--- src/rtl/adc_sampler.sv ---
// adc_sampler: paces conversions of a 16-bit-frame serial ADC at a fixed
// sample rate and hands each 12-bit result to the sample FIFO as a
// one-cycle enqueue strobe. Samples arriving while the FIFO is full are
// dropped and recorded in a sticky overrun flag and a saturating counter.
module adc_sampler #(
  parameter int CLK_DIV       = 4,
  parameter int SAMPLE_PERIOD = 2268
) (
  input  logic        clock,
  input  logic        reset,
  input  logic        enable,
  output logic        adc_cs_n,
  output logic        adc_sclk,
  input  logic        adc_sdata,
  input  logic        full,
  output logic [11:0] data_out,
  output logic        enqueue,
  output logic        overrun,
  output logic [7:0]  drop_count
);

  localparam int DIV_W = (CLK_DIV > 1) ? $clog2(CLK_DIV) : 1;
  localparam int CNT_W = (SAMPLE_PERIOD > 1) ? $clog2(SAMPLE_PERIOD) : 1;
  localparam logic [DIV_W-1:0] DIV_LAST = DIV_W'(CLK_DIV - 1);
  localparam logic [CNT_W-1:0] CNT_LAST = CNT_W'(SAMPLE_PERIOD - 1);
  localparam logic [3:0]       BIT_LAST = 4'd15;

  typedef enum logic [2:0] {
    ST_IDLE  = 3'd0,
    ST_SETUP = 3'd1,
    ST_SHIFT = 3'd2,
    ST_HOLD  = 3'd3,
    ST_EMIT  = 3'd4
  } state_t;

  // Drop counter increment that sticks at its maximum instead of wrapping.
  function automatic logic [7:0] sat_inc8(input logic [7:0] value);
    logic [7:0] result;
    if (value == 8'hFF) begin
      result = 8'hFF;
    end else begin
      result = value + 8'd1;
    end
    return result;
  endfunction

  state_t           state_q, state_d;
  logic [CNT_W-1:0] cnt_q, cnt_d;
  logic [DIV_W-1:0] div_q, div_d;
  logic [3:0]       bit_q, bit_d;
  logic             phase_q, phase_d;    // 1: SCLK high phase, 0: low phase
  logic [11:0]      shift_q, shift_d;    // leading frame bits fall off the top
  logic             sync1_q, sync1_d;
  logic             sync2_q, sync2_d;
  logic             cs_n_q, cs_n_d;
  logic             sclk_q, sclk_d;
  logic [11:0]      data_q, data_d;
  logic             enq_q, enq_d;
  logic             ovr_q, ovr_d;
  logic [7:0]       drop_q, drop_d;
  logic             tick_s;

  // Next-state logic: rate counter, conversion sequencer and the output values
  // for the state being entered, so every output is a plain flop.
  always_comb begin
    state_d = state_q;
    div_d   = div_q;
    bit_d   = bit_q;
    phase_d = phase_q;
    shift_d = shift_q;
    data_d  = data_q;
    enq_d   = 1'b0;
    ovr_d   = ovr_q;
    drop_d  = drop_q;
    sync1_d = adc_sdata;
    sync2_d = sync1_q;

    // Sample-rate counter; parked at zero while disabled.
    if (enable) begin
      if (cnt_q == CNT_LAST) begin
        cnt_d = {CNT_W{1'b0}};
      end else begin
        cnt_d = cnt_q + CNT_W'(1);
      end
    end else begin
      cnt_d = {CNT_W{1'b0}};
    end
    tick_s = enable && (cnt_q == CNT_LAST);

    case (state_q)
      ST_IDLE: begin
        // Ticks seen in any other state are simply lost.
        if (tick_s) begin
          state_d = ST_SETUP;
          div_d   = {DIV_W{1'b0}};
        end else begin
          state_d = ST_IDLE;
        end
      end
      ST_SETUP: begin
        if (div_q == DIV_LAST) begin
          state_d = ST_SHIFT;
          div_d   = {DIV_W{1'b0}};
          bit_d   = 4'd0;
          phase_d = 1'b0;
        end else begin
          div_d = div_q + DIV_W'(1);
        end
      end
      ST_SHIFT: begin
        if (div_q == DIV_LAST) begin
          div_d = {DIV_W{1'b0}};
          if (!phase_q) begin
            phase_d = 1'b1;
          end else begin
            // End of the high phase: capture the bit, start the next one.
            shift_d = {shift_q[10:0], sync2_q};
            phase_d = 1'b0;
            if (bit_q == BIT_LAST) begin
              state_d = ST_HOLD;
            end else begin
              bit_d = bit_q + 4'd1;
            end
          end
        end else begin
          div_d = div_q + DIV_W'(1);
        end
      end
      ST_HOLD: begin
        if (div_q == DIV_LAST) begin
          state_d = ST_EMIT;
          div_d   = {DIV_W{1'b0}};
          // Decide accept/drop now so the strobe is registered and lands in
          // the EMIT cycle. Only this block writes the FIFO, so full cannot
          // newly assert between this look and the strobe.
          if (!full) begin
            data_d = shift_q;
            enq_d  = 1'b1;
          end else begin
            ovr_d  = 1'b1;
            drop_d = sat_inc8(drop_q);
          end
        end else begin
          div_d = div_q + DIV_W'(1);
        end
      end
      ST_EMIT: begin
        state_d = ST_IDLE;
      end
      default: begin
        state_d = ST_IDLE;
        div_d   = {DIV_W{1'b0}};
        bit_d   = 4'd0;
        phase_d = 1'b0;
      end
    endcase

    // Pin levels follow the state being entered.
    if ((state_d == ST_SETUP) || (state_d == ST_SHIFT)) begin
      cs_n_d = 1'b0;
    end else begin
      cs_n_d = 1'b1;
    end
    if ((state_d == ST_SHIFT) && !phase_d) begin
      sclk_d = 1'b0;
    end else begin
      sclk_d = 1'b1;
    end
  end

  // All state and output registers; reset returns the ADC pins to idle at once.
  always_ff @(posedge clock or posedge reset) begin
    if (reset) begin
      state_q <= ST_IDLE;
      cnt_q   <= {CNT_W{1'b0}};
      div_q   <= {DIV_W{1'b0}};
      bit_q   <= 4'd0;
      phase_q <= 1'b0;
      shift_q <= 12'd0;
      sync1_q <= 1'b0;
      sync2_q <= 1'b0;
      cs_n_q  <= 1'b1;
      sclk_q  <= 1'b1;
      data_q  <= 12'd0;
      enq_q   <= 1'b0;
      ovr_q   <= 1'b0;
      drop_q  <= 8'd0;
    end else begin
      state_q <= state_d;
      cnt_q   <= cnt_d;
      div_q   <= div_d;
      bit_q   <= bit_d;
      phase_q <= phase_d;
      shift_q <= shift_d;
      sync1_q <= sync1_d;
      sync2_q <= sync2_d;
      cs_n_q  <= cs_n_d;
      sclk_q  <= sclk_d;
      data_q  <= data_d;
      enq_q   <= enq_d;
      ovr_q   <= ovr_d;
      drop_q  <= drop_d;
    end
  end

  assign adc_cs_n   = cs_n_q;
  assign adc_sclk   = sclk_q;
  assign data_out   = data_q;
  assign enqueue    = enq_q;
  assign overrun    = ovr_q;
  assign drop_count = drop_q;

endmodule

--- config.mk ---
export PLATFORM = sky130hd
export DESIGN_NAME = adc_sampler
export DESIGN_NICKNAME = d
export VERILOG_FILES = /design/src/rtl/adc_sampler.sv
export SDC_FILE = /design/constraint.sdc
export NUM_CORES = 1
export LEC_CHECK = 0
export CAP_MARGIN = 20
export CORE_ASPECT_RATIO = 1.25
export CORE_MARGIN = 5
export CORE_UTILIZATION = 50
export CTS_BUF_LIST = sky130_fd_sc_hd__clkbuf_16
export CTS_CLUSTER_DIAMETER = 30
export DETAILED_ROUTE_END_ITERATION = 10
export PLACE_DENSITY = 0.77
export SYNTH_ARGS = -nofsm -noshare
export SYNTH_HDL_FRONTEND = slang
export SYNTH_SLANG_ARGS = --single-unit
--- constraint.sdc ---
create_clock -name clock -period 3.9 [get_ports clock]
set_input_delay 0.975 -clock clock [delete_from_list [all_inputs] [get_ports clock]]
set_output_delay 0.975 -clock clock [all_outputs]
set_load 0.02 [all_outputs]
==> summary.md <==
| Metric | Value |
|---|---|
| Synth area leader | dfrtp_1 |
| CTS root buf | clkbuf_16 |
| # H-tree levels | 3 |
| Setup WS post-layout | 1.49 ns |
| Post-Syn Instances | 226 |
| Layout area overhead | 21.6% |
| Final setup vio count | 0 |
| Hold WC Path Type | reg -> reg |
| CP max FO | 1 |
| Setup TNS | 0 ns |
| Mean Syn Cell Area | 12.1 um2 |
| Final GP Congestion | 0.801 |
| Worst Clk Skew | 0.00771 ns |
| Initial antenna violation count | 0 |
| Status | completed |
| Routed wire length | 4590 um |
| Slew headroom | between 50% and 60% |
| Post-CTS Resized | 0 |
| FF+latch count, synth | 60 |
| Initial Util | about half |
| Share of cells above drive strength 1 | 23.3% |
| First-pass detailed-route iteration total | 4 |
| Via count | 1772 |
| IO Pins | 29 |
| # Post-CTS Setup Buffers | 0 |
| Max-Cap Viols | 0 |
| LEAKAGE | 1.54 nW |
| Post-route ant nets | 0 |
| Antenna cells | 0 |
| Inst Count DP | between 300 and 400 |
| Largest delay share family, worst path | buffers and inverters |
| Pins Over Slew Limit | 0 |
| Tot Pwr | 1.43 mW |
| Drt drc | 0 |
| CP endpoint kind | output pin |
| Unique cell type count in the Yosys netlist | 47 |
| Synth area leaders | dfrtp_1 53%, mux2_2 11%, xor2_1 3.9% |
| Power per standard cell area | around 430 nW/um2 |
| Die area | 7040 um2 |
| FILL cells | approximately 420 |
| Sequential area share after synthesis | 55.2% |
| Buffers & Inverters on Critical Path | 1 |
| Async SR Flop Fraction | 100% |
| Clk sinks | 60 |
| TritonCTS clock tree | built |
| Row count | 30 |
| Number of synthesized flops with an enable pin | 0 |
| Die width | 76.0 um |
| Non-Filler Instances | 326 |
| Fmax | 0.414 GHz |
| Most common cell after layout, fill and taps aside | dfrtp_1 |
| Final period utilization | 61.9% |
| Placement Setup Slack | ~1.5 ns |
| Height of the die | 92.6 um |
| Crit start category | flop |
| Commonest cells after routing, fill and taps aside | 58 x dfrtp_1, 28 x clkdlybuf4s50_1, 26 x mux2_2 |
| Worst Max-Slew Pin Slew | 0.688 ns |
| Nets | 268 |
| Worst EP arrival | 1.44 ns |
| Syn_nets | 237 |
| First-pass GRT wire length | 7880 um |
| Largest stage delay, worst path | about 0.60 ns |
| RSZ-0062 raised after global routing | no |
| Vias in the first global route | 1766 |
| Port buffer count | 28 |
| Final hold viol count | 0 |
| Total track usage | 13.9% |
| Synthesized cell area | 2730 um2 |
| Inserted Clock Buffers | 9 |
| Gr ovfl total | 0 |
| Cell Chain, Critical Path | clkdlybuf4s50_1 |
| Core area | 5370 um2 |
| Top FF cell, synth | dfrtp_1 |
| Fin util | 61.8% |
| Pin count of the biggest net entering global routing | 34 |
| Crit path kind | reg -> out |
| Slowest library cell on the worst path | clkdlybuf4s50_1 |
| Peak VDD IR | 0.228 mV |
| Clock Path Buffers | 2 |
| Reg clk slew, reported paths | roughly 0.06 ns |
| Crit path time final | 2.41 ns |
| Hold-fix buffers, CTS | 0 |
| WL/cell | 14.1 um |
| Critical Path RT | between 2 and 3 ns |
| Worst-Skew Late Latency | 0.33 ns |
| Vias/cell | between 5 and 6 |
| Yosys warns | 0 |
| Detailed Route Iter0 Violations | 72 |
| HPWL Detailed | about 3000 um |
| Synth top area share | 53.2% |
[cell usage after synthesis, types with 2 or more instances]
| cell type | number |
|---|---|
| dfrtp_1 | 58 |
| mux2_2 | 26 |
| nor2_1 | 22 |
| nand2_1 | 16 |
| xor2_1 | 12 |
| nand3_1 | 11 |
| a21oi_1 | 7 |
| ha_1 | 6 |
| nand4_1 | 6 |
| and2_1 | 4 |
| buf_6 | 4 |
| inv_1 | 4 |
| and3_1 | 3 |
| nand2b_1 | 3 |
| nor3b_1 | 3 |
| o21ai_0 | 3 |
| a21o_2 | 2 |
| and4_1 | 2 |
| buf_2 | 2 |
| buf_4 | 2 |
| dfstp_2 | 2 |
| nor2b_1 | 2 |
| or2_2 | 2 |
[kinds of logic (layout without fill, tap and decap cells)]
family | Yosys count | in the layout | share of synthesized area (%)
and+or+nand+nor | 86 | 86 | 18.1
xor gates and xnor gates | 13 | 13 | 4.18
DFF | 60 | 60 | 55.2
muxes | 28 | 28 | 11.7
adders and majority gates | 6 | 6 | 2.75
buffers and inverters | 14 | 50 | 3.44
AOI/OAI and AO/OA | 19 | 19 | 4.73
[state kept, by name, indices dropped and copies added, names as in the netlist]
register    cells
shift_q        12
adc_sclk        1
sync2_q         1
overrun         1
sync1_q         1
cnt_q          12
adc_cs_n        1
enqueue         1
div_q           2
phase_q         1
bit_q           4
data_out       12
drop_count      8
state_q         3
[metal layers]
| metal | global-route usage, % | share of wire (%) |
|---|---|---|
| met5 | 0 | 0 |
| met4 | 6.97 | 1.5 |
| met3 | 5.74 | 5.0 |
| met2 | 20.7 | 48 |
| met1 | 17.3 | 46 |
[final cells by class]
type / instances / area [um2] / share of cell area [%]
timing repair buffer: 30 / 295 / 8.91
clock buffer: 9 / 225 / 6.79
clock inverter: 7 / 67.6 / 2.04
tap: 64 / 80.1 / 2.42
sequential: 60 / 1500 / 45.4
multi-input combinational: 152 / 1130 / 34.0
inverter: 4 / 15.0 / 0.453
[report_power, final]
part           total, mW  leakage [nW]  internal [mW]  switching [mW]
registers          0.635         0.795          0.630         0.00454
clock network      0.764         0.137          0.490           0.274
logic             0.0294         0.612         0.0102          0.0191
total               1.43          1.54           1.13           0.298
[final timing paths]
path                            cells after the start  slack (ns)  startpoint           to
worst min-delay path                                0        0.35     sync1_q      sync2_q
min in group asynchronous                           2        1.08       reset      sync2_q
worst max register to register                      4        1.89    div_q[0]  data_out[9]
worst max-delay path                                1        1.49    adc_cs_n     adc_cs_n
worst min register to register                      0        0.35     sync1_q      sync2_q
max in group asynchronous                           3        2.16       reset     bit_q[0]
[metrics by stage]
| step | hold WS (ns) | instance area [um2] |
|---|---|---|
| floorplan | 0.331 | 2730 |
| global placement | 0.332 | 3020 |
| detailed placement | 0.344 | 3020 |
| CTS | 0.357 | 3320 |
| global route | 0.359 | 3320 |
| finish | 0.354 | 3320 |
Note: power is estimated with default switching activity, not from simulation.
